$ cat config.mk
export PLATFORM = sky130hd
export DESIGN_NAME = h_gate_pipe_param_flat
export DESIGN_NICKNAME = d
export VERILOG_FILES = /design/src/rtl/h_gate_pipe_param_pkg.sv /design/src/rtl/h_gate_pipe_param_if.sv /design/src/rtl/h_gate_pipe_param_lane.sv /design/src/rtl/h_gate_pipe_param.sv /design/src/flat_wrapper.sv
export SDC_FILE = /design/constraint.sdc
export NUM_CORES = 1
export LEC_CHECK = 0
export CORE_MARGIN = 1.5
export CORE_UTILIZATION = 55
export CTS_BUF_LIST = sky130_fd_sc_hd__clkbuf_4 sky130_fd_sc_hd__clkbuf_8
export CTS_CLUSTER_SIZE = 20
export DETAILED_ROUTE_END_ITERATION = 7
export HOLD_SLACK_MARGIN = 0.03
export PLACE_DENSITY = 0.77
export SYNTH_ARGS = -nofsm -noshare
export SYNTH_HDL_FRONTEND = slang
export SYNTH_SLANG_ARGS = --single-unit
$ cat constraint.sdc
create_clock -name clk -period 11.9 [get_ports clk]
set_input_delay 3.57 -clock clk [delete_from_list [all_inputs] [get_ports clk]]
set_output_delay 3.57 -clock clk [all_outputs]
set_load 0.02 [all_outputs]
$ cat src/rtl/h_gate_pipe_param_pkg.sv
// Shared constants for the parametrised Hadamard butterfly pipeline.
// Default sample format S3.4 with a Q4 1/sqrt2 coefficient.
package h_gate_pipe_param_pkg;

  localparam int DEF_WIDTH = 8;
  localparam int DEF_FRAC  = 4;
  localparam int DEF_COEF  = 11;
  localparam int SAT_W     = 16;
  localparam int NCOMP     = 4;

  // Per-lane datapath component slots
  typedef enum int {
    C_SR = 0,
    C_SI = 1,
    C_DR = 2,
    C_DI = 3
  } comp_e;

endpackage

$ cat src/rtl/h_gate_pipe_param_if.sv
// Handshake and packed lane bundle for the Hadamard pipeline.
// master drives beats in and accepts results; slave is the block.
interface h_gate_pipe_param_if
  import h_gate_pipe_param_pkg::*;
#(
  parameter int WIDTH = DEF_WIDTH,
  parameter int LANES = 1
);
  localparam int DW = LANES * WIDTH;

  logic             in_valid;
  logic             in_ready;
  logic [DW-1:0]    alpha_r;
  logic [DW-1:0]    alpha_i;
  logic [DW-1:0]    beta_r;
  logic [DW-1:0]    beta_i;
  logic             out_valid;
  logic             out_ready;
  logic [DW-1:0]    new_alpha_r;
  logic [DW-1:0]    new_alpha_i;
  logic [DW-1:0]    new_beta_r;
  logic [DW-1:0]    new_beta_i;
  logic [SAT_W-1:0] sat_count;

  modport master (
    output in_valid, alpha_r, alpha_i,
    output beta_r, beta_i, out_ready,
    input  in_ready, out_valid,
    input  new_alpha_r, new_alpha_i,
    input  new_beta_r, new_beta_i,
    input  sat_count
  );

  modport slave (
    input  in_valid, alpha_r, alpha_i,
    input  beta_r, beta_i, out_ready,
    output in_ready, out_valid,
    output new_alpha_r, new_alpha_i,
    output new_beta_r, new_beta_i,
    output sat_count
  );

endinterface

$ cat src/rtl/h_gate_pipe_param_lane.sv
// Single-lane butterfly datapath: sum/diff, coefficient multiply,
// round/shift/saturate. Data only; the top owns the valid chain.
module h_butterfly_lane
  import h_gate_pipe_param_pkg::*;
#(
  parameter int WIDTH = DEF_WIDTH,
  parameter int FRAC  = DEF_FRAC,
  parameter int COEF  = DEF_COEF,
  parameter int ROUND = 1
) (
  input  logic                    clk,
  input  logic                    rst_s,
  input  logic                    en,
  input  logic signed [WIDTH-1:0] ar,
  input  logic signed [WIDTH-1:0] ai,
  input  logic signed [WIDTH-1:0] br,
  input  logic signed [WIDTH-1:0] bi,
  output logic signed [WIDTH-1:0] nar,
  output logic signed [WIDTH-1:0] nai,
  output logic signed [WIDTH-1:0] nbr,
  output logic signed [WIDTH-1:0] nbi,
  output logic                    clip
);

  localparam int SW   = WIDTH + 1;
  localparam int PW   = WIDTH + FRAC + 2;
  localparam int QW   = WIDTH + 2;
  localparam int RNDI =
    (ROUND != 0) ? (1 << (FRAC - 1)) : 0;

  localparam logic [FRAC:0] CU = COEF[FRAC:0];
  localparam logic signed [PW-1:0] KC = PW'(CU);
  localparam logic signed [PW-1:0] RADD = PW'(RNDI);
  localparam logic signed [QW-1:0] MAXV =
    QW'((1 << (WIDTH - 1)) - 1);
  localparam logic signed [QW-1:0] MINV =
    QW'(-(1 << (WIDTH - 1)));

  logic signed [SW-1:0]    s2   [NCOMP];
  logic signed [PW-1:0]    s3   [NCOMP];
  logic signed [WIDTH-1:0] s4   [NCOMP];
  logic signed [QW-1:0]    shf  [NCOMP];
  logic signed [WIDTH-1:0] satv [NCOMP];

  // Product never exceeds QW bits after the shift, so clip
  // detection on shf is exact.
  always_comb begin
    clip = 1'b0;
    for (int c = 0; c < NCOMP; c++) begin
      shf[c] = QW'((s3[c] + RADD) >>> FRAC);
      if (shf[c] > MAXV) begin
        satv[c] = MAXV[WIDTH-1:0];
        clip    = 1'b1;
      end else if (shf[c] < MINV) begin
        satv[c] = MINV[WIDTH-1:0];
        clip    = 1'b1;
      end else begin
        satv[c] = shf[c][WIDTH-1:0];
      end
    end
  end

  always_ff @(posedge clk) begin
    if (rst_s) begin
      for (int c = 0; c < NCOMP; c++) begin
        s2[c] <= '0;
        s3[c] <= '0;
        s4[c] <= '0;
      end
    end else if (en) begin
      s2[C_SR] <= SW'(ar) + SW'(br);
      s2[C_SI] <= SW'(ai) + SW'(bi);
      s2[C_DR] <= SW'(ar) - SW'(br);
      s2[C_DI] <= SW'(ai) - SW'(bi);
      for (int c = 0; c < NCOMP; c++) begin
        s3[c] <= PW'(s2[c]) * KC;
        s4[c] <= satv[c];
      end
    end
  end

  assign nar = s4[C_SR];
  assign nai = s4[C_SI];
  assign nbr = s4[C_DR];
  assign nbi = s4[C_DI];

endmodule

$ cat src/rtl/h_gate_pipe_param.sv
// Multi-lane flow-controlled Hadamard butterfly, latency 4+EXTRA_STAGES.
// Optional saturation counter enabled by H_GATE_SAT_CNT_EN.
module h_gate_pipe_param
  import h_gate_pipe_param_pkg::*;
#(
  parameter int WIDTH        = DEF_WIDTH,
  parameter int FRAC         = DEF_FRAC,
  parameter int COEF         = DEF_COEF,
  parameter int LANES        = 1,
  parameter int ROUND        = 1,
  parameter int EXTRA_STAGES = 6
) (
  input logic clk,
  input logic rst_s,
  h_gate_pipe_param_if.slave io
);

  localparam int DW = LANES * WIDTH;
  localparam int BW = 4 * DW;
  localparam int L  = 4 + EXTRA_STAGES;

  logic             stall;
  logic             en;
  logic [L:1]       vld;
  logic [DW-1:0]    s1_ar, s1_ai, s1_br, s1_bi;
  logic [DW-1:0]    s4_ar, s4_ai, s4_br, s4_bi;
  logic [LANES-1:0] clip;
  logic [BW-1:0]    s4_bus;
  logic [BW-1:0]    out_bus;

  // Global stall: the whole pipe freezes while the head waits
  assign stall        = vld[L] & ~io.out_ready;
  assign en           = ~stall;
  assign io.in_ready  = en;
  assign io.out_valid = vld[L];

  always_ff @(posedge clk) begin
    if (rst_s) begin
      vld   <= '0;
      s1_ar <= '0;
      s1_ai <= '0;
      s1_br <= '0;
      s1_bi <= '0;
    end else if (en) begin
      vld   <= {vld[L-1:1], io.in_valid};
      s1_ar <= io.alpha_r;
      s1_ai <= io.alpha_i;
      s1_br <= io.beta_r;
      s1_bi <= io.beta_i;
    end
  end

  for (genvar k = 0; k < LANES; k++) begin : g_lane
    h_butterfly_lane #(
      .WIDTH (WIDTH),
      .FRAC  (FRAC),
      .COEF  (COEF),
      .ROUND (ROUND)
    ) u_lane (
      .clk   (clk),
      .rst_s (rst_s),
      .en    (en),
      .ar    (s1_ar[k*WIDTH +: WIDTH]),
      .ai    (s1_ai[k*WIDTH +: WIDTH]),
      .br    (s1_br[k*WIDTH +: WIDTH]),
      .bi    (s1_bi[k*WIDTH +: WIDTH]),
      .nar   (s4_ar[k*WIDTH +: WIDTH]),
      .nai   (s4_ai[k*WIDTH +: WIDTH]),
      .nbr   (s4_br[k*WIDTH +: WIDTH]),
      .nbi   (s4_bi[k*WIDTH +: WIDTH]),
      .clip  (clip[k])
    );
  end

  assign s4_bus = {s4_bi, s4_br, s4_ai, s4_ar};

  if (EXTRA_STAGES == 0) begin : g_nodly
    assign out_bus = s4_bus;
  end else begin : g_dly
    logic [BW-1:0] dly [EXTRA_STAGES];
    always_ff @(posedge clk) begin
      if (rst_s) begin
        for (int i = 0; i < EXTRA_STAGES; i++)
          dly[i] <= '0;
      end else if (en) begin
        dly[0] <= s4_bus;
        for (int i = 1; i < EXTRA_STAGES; i++)
          dly[i] <= dly[i-1];
      end
    end
    assign out_bus = dly[EXTRA_STAGES-1];
  end

  assign io.new_alpha_r = out_bus[0*DW +: DW];
  assign io.new_alpha_i = out_bus[1*DW +: DW];
  assign io.new_beta_r  = out_bus[2*DW +: DW];
  assign io.new_beta_i  = out_bus[3*DW +: DW];

`ifdef H_GATE_SAT_CNT_EN
  logic [SAT_W-1:0] sat_q;

  // clip is combinational off S3, counted as the beat enters S4
  always_ff @(posedge clk) begin
    if (rst_s)
      sat_q <= '0;
    else if (en && vld[3] && (|clip) && (sat_q != '1))
      sat_q <= sat_q + 1'b1;
  end

  assign io.sat_count = sat_q;
`else
  logic unused_clip;
  assign unused_clip  = ^clip;
  assign io.sat_count = '0;
`endif

endmodule

$ cat src/flat_wrapper.sv
// flat-port wrapper written by rule: the top's interface ports become plain ports
module h_gate_pipe_param_flat import h_gate_pipe_param_pkg::*;
#(
  parameter int WIDTH        = DEF_WIDTH,
  parameter int FRAC         = DEF_FRAC,
  parameter int COEF         = DEF_COEF,
  parameter int LANES        = 1,
  parameter int ROUND        = 1,
  parameter int EXTRA_STAGES = 6
)
  (clk, rst_s, io_in_valid, io_alpha_r, io_alpha_i, io_beta_r, io_beta_i, io_out_ready, io_in_ready, io_out_valid, io_new_alpha_r, io_new_alpha_i, io_new_beta_r, io_new_beta_i, io_sat_count);
  h_gate_pipe_param_if #(.WIDTH(WIDTH), .LANES(LANES)) io_i ();
  input logic clk;
  input logic rst_s;
  input wire logic [$bits(io_i.in_valid)-1:0] io_in_valid;
  input wire logic [$bits(io_i.alpha_r)-1:0] io_alpha_r;
  input wire logic [$bits(io_i.alpha_i)-1:0] io_alpha_i;
  input wire logic [$bits(io_i.beta_r)-1:0] io_beta_r;
  input wire logic [$bits(io_i.beta_i)-1:0] io_beta_i;
  input wire logic [$bits(io_i.out_ready)-1:0] io_out_ready;
  output wire logic [$bits(io_i.in_ready)-1:0] io_in_ready;
  output wire logic [$bits(io_i.out_valid)-1:0] io_out_valid;
  output wire logic [$bits(io_i.new_alpha_r)-1:0] io_new_alpha_r;
  output wire logic [$bits(io_i.new_alpha_i)-1:0] io_new_alpha_i;
  output wire logic [$bits(io_i.new_beta_r)-1:0] io_new_beta_r;
  output wire logic [$bits(io_i.new_beta_i)-1:0] io_new_beta_i;
  output wire logic [$bits(io_i.sat_count)-1:0] io_sat_count;
  assign io_i.in_valid = io_in_valid;
  assign io_i.alpha_r = io_alpha_r;
  assign io_i.alpha_i = io_alpha_i;
  assign io_i.beta_r = io_beta_r;
  assign io_i.beta_i = io_beta_i;
  assign io_i.out_ready = io_out_ready;
  assign io_in_ready = io_i.in_ready;
  assign io_out_valid = io_i.out_valid;
  assign io_new_alpha_r = io_i.new_alpha_r;
  assign io_new_alpha_i = io_i.new_alpha_i;
  assign io_new_beta_r = io_i.new_beta_r;
  assign io_new_beta_i = io_i.new_beta_i;
  assign io_sat_count = io_i.sat_count;
  h_gate_pipe_param #(.WIDTH(WIDTH), .FRAC(FRAC), .COEF(COEF), .LANES(LANES), .ROUND(ROUND), .EXTRA_STAGES(EXTRA_STAGES)) u_core (.clk(clk), .rst_s(rst_s), .io(io_i));
endmodule
==> results of run 1 <==
power breakdown:
group          leakage [nW]  switching [mW]  internal (mW)  total, mW
combinational          4.56           0.310          0.252      0.562
clock                 0.572           0.435          0.535      0.970
sequential             3.99          0.0833           1.45       1.53
total                  9.13           0.828           2.24       3.07
kinds of logic after synthesis:
family / Yosys count / share of synthesized area (%)
buffers and inverters: 227 / 5.64
multiplexers: 13 / 0.735
AO/OA/AOI/OAI: 232 / 8.12
other: 1 / 0.0204
flip-flops: 344 / 53.9
AND/OR/NAND/NOR: 587 / 16.9
adder cells (fa/ha/maj): 143 / 10.9
XOR/XNOR: 79 / 3.81
cells in the final DEF, fill, tap and decap left out, types with 5 or more instances in the layout:
cell type	Yosys	layout
and3_1	203	203
o31a_1	7	7
clkbuf_4	0	27
xor2_1	34	34
clkinv_1	0	8
o41ai_1	5	5
buf_4	48	9
o21a_1	16	16
ha_1	115	115
nand2b_1	10	10
clkbuf_8	0	55
nand2_1	124	122
nor2b_1	11	10
o21ai_1	13	13
nor2_1	86	86
clkdlybuf4s50_1	0	69
edfxtp_1	302	302
or3_1	17	17
nor3_1	30	30
o21ai_0	22	22
inv_1	106	106
nand4_1	17	17
conb_1	1	16
dfxtp_1	42	42
a211oi_1	12	12
a311oi_1	5	5
a21oi_1	99	99
o21bai_1	8	8
mux2i_1	11	11
nor4_1	16	16
xnor2_1	44	44
fa_1	28	28
nand3_1	47	47
o211ai_1	7	7
through the flow:
step | setup slack, ps | cell area, µm² | power [mW] | hold WS [ps]
floorplan | 369 | 18400 | 1.99 | 432
global placement | 2480 | 19100 | 2.09 | 439
detailed placement | 2440 | 19100 | 2.11 | 445
CTS | 2430 | 20200 | 3.09 | 451
global route | 2250 | 20200 | 3.24 | 461
finish | 2460 | 20200 | 3.07 | 454
worst max-delay path by stage:
stage	to	depth (start not counted)
after floorplan	u_core.g_dly.dly[0][0]	4
after global placement	io_in_ready	4
after detailed placement	io_in_ready	4
after CTS	io_in_ready	4
after global routing	io_in_ready	4
final	io_in_ready	4
registers in the layout, indices dropped and copies added (netlist names), 10 cells and up:
| name | flops |
|---|---|
| u_core.g_dly.dly | 192 |
| u_core.g_lane.u_lane.s2 | 34 |
| u_core.g_lane.u_lane.s3 | 44 |
| u_core.g_lane.u_lane.s4 | 32 |
| u_core.vld | 10 |
area by class of cell:
class,instances,share of cell area [%]
clock inverter,14,0.533
multi-input combinational,1070,37.1
timing repair buffer,78,3.75
inverter,108,2.03
tap,442,2.74
sequential,344,49.1
clock buffer,82,4.75
per-layer routing:
layer  GRT usage [%]  part of all wire, %  vias up
li1                -                    -     5909
met3            2.99                  4.1       73
met1            20.0                   43     5426
met4            7.16                  2.6        0
met5               0                    0        -
met2            30.5                   51      270
worst max-delay path, delay by kind of cell:
family,cells,cell delay (ps)
AND/OR/NAND/NOR,1,840
buffers and inverters,3,1440
==> implementation parameters, run 1 <==
Parameter                              Value

Status
  Status ... complete, no violations

GRT
  Wire length of the first global-routing pass ... 48700 µm
  Number of global-route vias before repair ... 11100
  Maximum number of pins on one net before global-route repair ... 145
  Remaining Overflow, GRT ... 0
  Total global routing track utilization ... 17.0%
  Antenna violations before repair ... 0

Clock network
  CTS Buf Count ... 54
  Number of buffers on the longest clock path ... 3
  Hold-fix buffer count after cts ... 0
  Clock sink count ... 344
  Setup repair bufs after CTS ... 0
  CTS tree ... built
  Root buffer selected by CTS ... clkbuf_8
  Clock input transition at the sequential cells of the worst setup and hold paths ... 50 ps
  Insertion delay of the later-clocked pin in the worst-skew pair ... 600 ps
  Total of cells resized after clock tree synthesis ... 0
  CTS H-Tree Depth ... 2

Layout
  FF+latch area ... 9910 µm²
  Count of placed standard cells in the final layout, fillers left out ... around 2100
  Area of the multi-input gates ... 7500 µm²
  Count of fill cells added during filler insertion ... 2567
  N_diodes ... 0
  Final design utilization ... between 60 and 70%
  Fraction of final layout cells with drive strength greater than 1 ... 6.54%
  Final net count ... approximately 1800
  Area growth from synthesis to layout ... 9.93%

Drt
  Vias per Instance ... 5.46
  DRC ... 0
  ANT nets after route ... 0
  Final routed wire length divided by cell count ... 13.6 µm
  Iteration count of the initial detailed-routing pass ... 7
  Via Count ... 11700
  Sum of routed wire length over all layers ... 29000 µm
  Iteration-0 DRC Markers ... 703

Setup path
  CP Launch Point ... io_out_ready
  Cell mode on critical path ... clkdlybuf4s50_1
  Startpoint of the lowest-slack register-to-register path ... u_core.vld[10]
  Crit Reg-Reg Endpoint ... u_core.g_dly.dly[0][178]
  Critical path cell sequence ... clkdlybuf4s50_1 > nor2b_4 > inv_4 > clkdlybuf4s50_1
  Element type at the critical path end ... output port
  Critical path startpoint category ... primary input
  FF-to-FF setup slack ... 8320 ps
  Worst Path Max Fanout ... 49
  Required time of the critical path ... 8330 ps
  Arrival time of data at the critical path endpoint ... 5870 ps
  Worst setup path class ... primary input to output port
  Slowest library cell on the worst path ... nor2b_4
  CP peak stage delay ... 840 ps
  Count of cells along the worst register-to-register path ... 4

Yosys
  Top-area cell type share of the netlist area ... 49.4%
  Cell count after synthesis ... 1626
  Portion of the post-synthesis area used by sequential elements ... between 50% and 60%
  Number of synthesized flops with an enable pin ... 302
  Fraction of registers with async set or reset after synthesis ... 0%
  Synthesized area per cell ... 11.3 µm²
  Most frequently used cell type in the post-synthesis netlist ... edfxtp_1
  Cell type with the highest aggregate area in the netlist ... edfxtp_1
  Number of warnings printed during yosys synthesis ... 0
  Post-Synthesis Cell Area ... around 18000 µm²
  Dominant cells by area after synthesis ... edfxtp_1 49%, ha_1 7.8%, and3_1 6.9%, dfxtp_1 4.6%, fa_1 3.1%
  Ys flop type ... edfxtp_1
  Number of synthesized register bits ... ~340
  Synth cell count leaders ... 302 x edfxtp_1, 203 x and3_1, 124 x nand2_1
  Number of distinct library cells after synthesis ... 68

Min path
  Kind of path behind the tightest hold check ... flop to flop
  Hold Path Depth ... 2
  Worst Hold Endpoint ... u_core.vld[5]
  Worst hold path startpoint ... u_core.vld[5]

Floorplanning
  Area of the die ... 34500 µm²
  Core Area ... 32700 µm²
  Chip Height ... 186 µm
  Die width ... between 150 and 200 µm
  Initial standard-cell utilization of the core ... 56.2%
  I/O pin count ... 86
  Row cnt ... 66

Run
  Number of maximum-capacitance constraint violations ... 0

Power
  Largest vdd supply drop ... 0.0836 mV
  Power density relative to cell area ... 152 nW/µm²
  Leak ... 9.13 nW

STA
  Setup violation total in the final timing report ... 0
  Final number of max-transition violations ... 0
  Post-route setup TNS ... 0 ps
  RSZ-0062 raised after global routing ... false
  Headroom to the max-slew limit ... between 20 and 30%
  Worst Max-Slew Pin Slew ... 1080 ps
  Worst Skew ... 22.9 ps
  Achievable clock frequency ... 0.106 GHz
  Share of the clock period used by the worst path after layout ... 79.3%
  Hold violation count in the final report ... 0
  Minimum clock period ... 9440 ps

Placement
  IO Port Bufs ... just under 70
  DP Wirelength ... 18500 µm
  Last weighted congestion value of the routability-driven placer ... 0.849
  Count of placed standard cells including taps ... 2042
No activity file was read; power rests on OpenSTA's default activity.
==> inputs of run 2 (changes only) <==
==> constraint.sdc (replaced) <==
create_clock -name clk -period 8.44 [get_ports clk]
set_input_delay 2.532 -clock clk [delete_from_list [all_inputs] [get_ports clk]]
set_output_delay 2.532 -clock clk [all_outputs]
set_load 0.02 [all_outputs]
==> implementation parameters, run 2 (synthesized netlist as in run 1, its figures left out) <==
Parameter                              Value

Floorplanning
  Chip Height ... 186 µm
  Area of the die ... approximately 35000 µm²
  Row cnt ... 66
  Initial standard-cell utilization of the core ... 56.2%
  I/O pin count ... between 80 and 90
  Die width ... between 150 and 200 µm
  Core Area ... 32700 µm²

STA
  Hold violation count in the final report ... 0
  Worst Max-Slew Pin Slew ... approximately 980 ps
  Post-route setup TNS ... 0 ps
  Worst hold-check slack ... 449 ps
  Minimum clock period ... 6290 ps
  RSZ-0062 raised after global routing ... false
  Setup violation total in the final timing report ... 0
  Achievable clock frequency ... 0.159 GHz
  Final number of max-transition violations ... 0
  Share of the clock period used by the worst path after layout ... 74.6%
  Headroom to the max-slew limit ... 34.7%
  Smallest setup slack after layout ... 2150 ps
  Worst Skew ... 20.3 ps

Clock network
  Root buffer selected by CTS ... clkbuf_8
  Total of cells resized after clock tree synthesis ... 0
  Hold-fix buffer count after cts ... 0
  Clock input transition at the sequential cells of the worst setup and hold paths ... 60 ps
  Insertion delay of the later-clocked pin in the worst-skew pair ... between 500 and 600 ps
  CTS tree ... built
  CTS Buf Count ... 54
  Clock sink count ... about 340
  Number of buffers on the longest clock path ... 3
  Setup repair bufs after CTS ... 0
  CTS H-Tree Depth ... 2

Layout
  Count of placed standard cells in the final layout, fillers left out ... roughly 2100
  Final design utilization ... between 60 and 70%
  Fraction of final layout cells with drive strength greater than 1 ... 6.37%
  Number of flip-flops under the largest register name ... 192
  Largest registers ... u_core.g_dly.dly: 192 flops, u_core.g_lane.u_lane.s3: 44 flops, u_core.g_lane.u_lane.s2: 34 flops
  N_diodes ... 0
  Area growth from synthesis to layout ... 9.92%
  Leading cell type in the layout, fill and taps excluded ... edfxtp_1
  Final net count ... 1838
  Commonest cells after routing, fill and taps aside ... 302 x edfxtp_1, 203 x and3_1, 122 x nand2_1
  Register with the most flip-flops ... u_core.g_dly.dly

Drt
  Via Count ... between 10000 and 15000
  Final routed wire length divided by cell count ... 13.2 µm
  ANT nets after route ... 0
  Vias per Instance ... approximately 5.4
  Iteration count of the initial detailed-routing pass ... 5
  DRC ... 0
  Iteration-0 DRC Markers ... 618
  Sum of routed wire length over all layers ... 28200 µm

Placement
  Count of placed standard cells including taps ... 2045
  IO Port Bufs ... 69
  Placement Setup Slack ... 2140 ps
  DP Wirelength ... about 18000 µm
  Last weighted congestion value of the routability-driven placer ... 0.866

Setup path
  Worst Path Max Fanout ... 2
  Element type at the critical path end ... output port
  Arrival time of data at the critical path endpoint ... 3760 ps
  Worst setup path class ... primary input to output port
  Critical path startpoint category ... primary input
  Required time of the critical path ... 5910 ps

GRT
  Remaining Overflow, GRT ... 0
  Wire length of the first global-routing pass ... 47800 µm
  Number of global-route vias before repair ... 11000
  Total global routing track utilization ... 16.6%
  Antenna violations before repair ... 0
  Maximum number of pins on one net before global-route repair ... 238

Run
  Number of maximum-capacitance constraint violations ... 0

Status
  Status ... complete, no violations

Power
  Largest vdd supply drop ... 0.139 mV
  Power density relative to cell area ... 211 nW/µm²
  Leak ... 9.11 nW

Min path
  Kind of path behind the tightest hold check ... flop to flop
[run 2: final timing paths]
kind | startpoint | to | slack, ps | cells after the start
worst max-delay path | io_out_ready | io_in_ready | 2150 | 4
worst max register to register | u_core.g_lane[0].u_lane.s2[0][4] | u_core.g_lane[0].u_lane.s3[0][13] | 5230 | 10
worst min-delay path | u_core.vld[3] | u_core.vld[3] | 450 | 2
worst min register to register | u_core.vld[3] | u_core.vld[3] | 450 | 2
[run 2: power breakdown]
group	switching, mW	internal (mW)
combinational	0.432	0.355
sequential	0.116	2.05
clock	0.595	0.715
total	1.14	3.12
[run 2: layout make-up]
cell class              count  area, µm²
clock buffers              73        892
flip-flops and latches    344       9910
inverters                 108        409
clock inverters            20        129
multi-input cells        1070       7510
repair buffers             81        793
well taps                 442        553
fillers                  2595      12500
[run 2: stage by stage]
stage,total power [mW],area [µm²]
finish,4.26,20200
global route,4.51,20200
CTS,4.30,20200
detailed placement,2.98,19200
global placement,2.94,19200
floorplan,2.81,18400
[run 2: critical path, stage by stage]
cell and delay, ps:
clkdlybuf4s50_1 500, nor2b_4 60, inv_4 60, clkdlybuf4s50_1 600
[run 2: metal layers]
metal  wire (µm)  share of wire, %  GRT usage, %  up-vias
li1            -                 -             -     5920
met4         770               2.7          6.29        0
met1       12100                43          19.6     5431
met5           0                 0             0        -
met2       14200                50          30.2      222
met3        1080               3.8          2.93       67
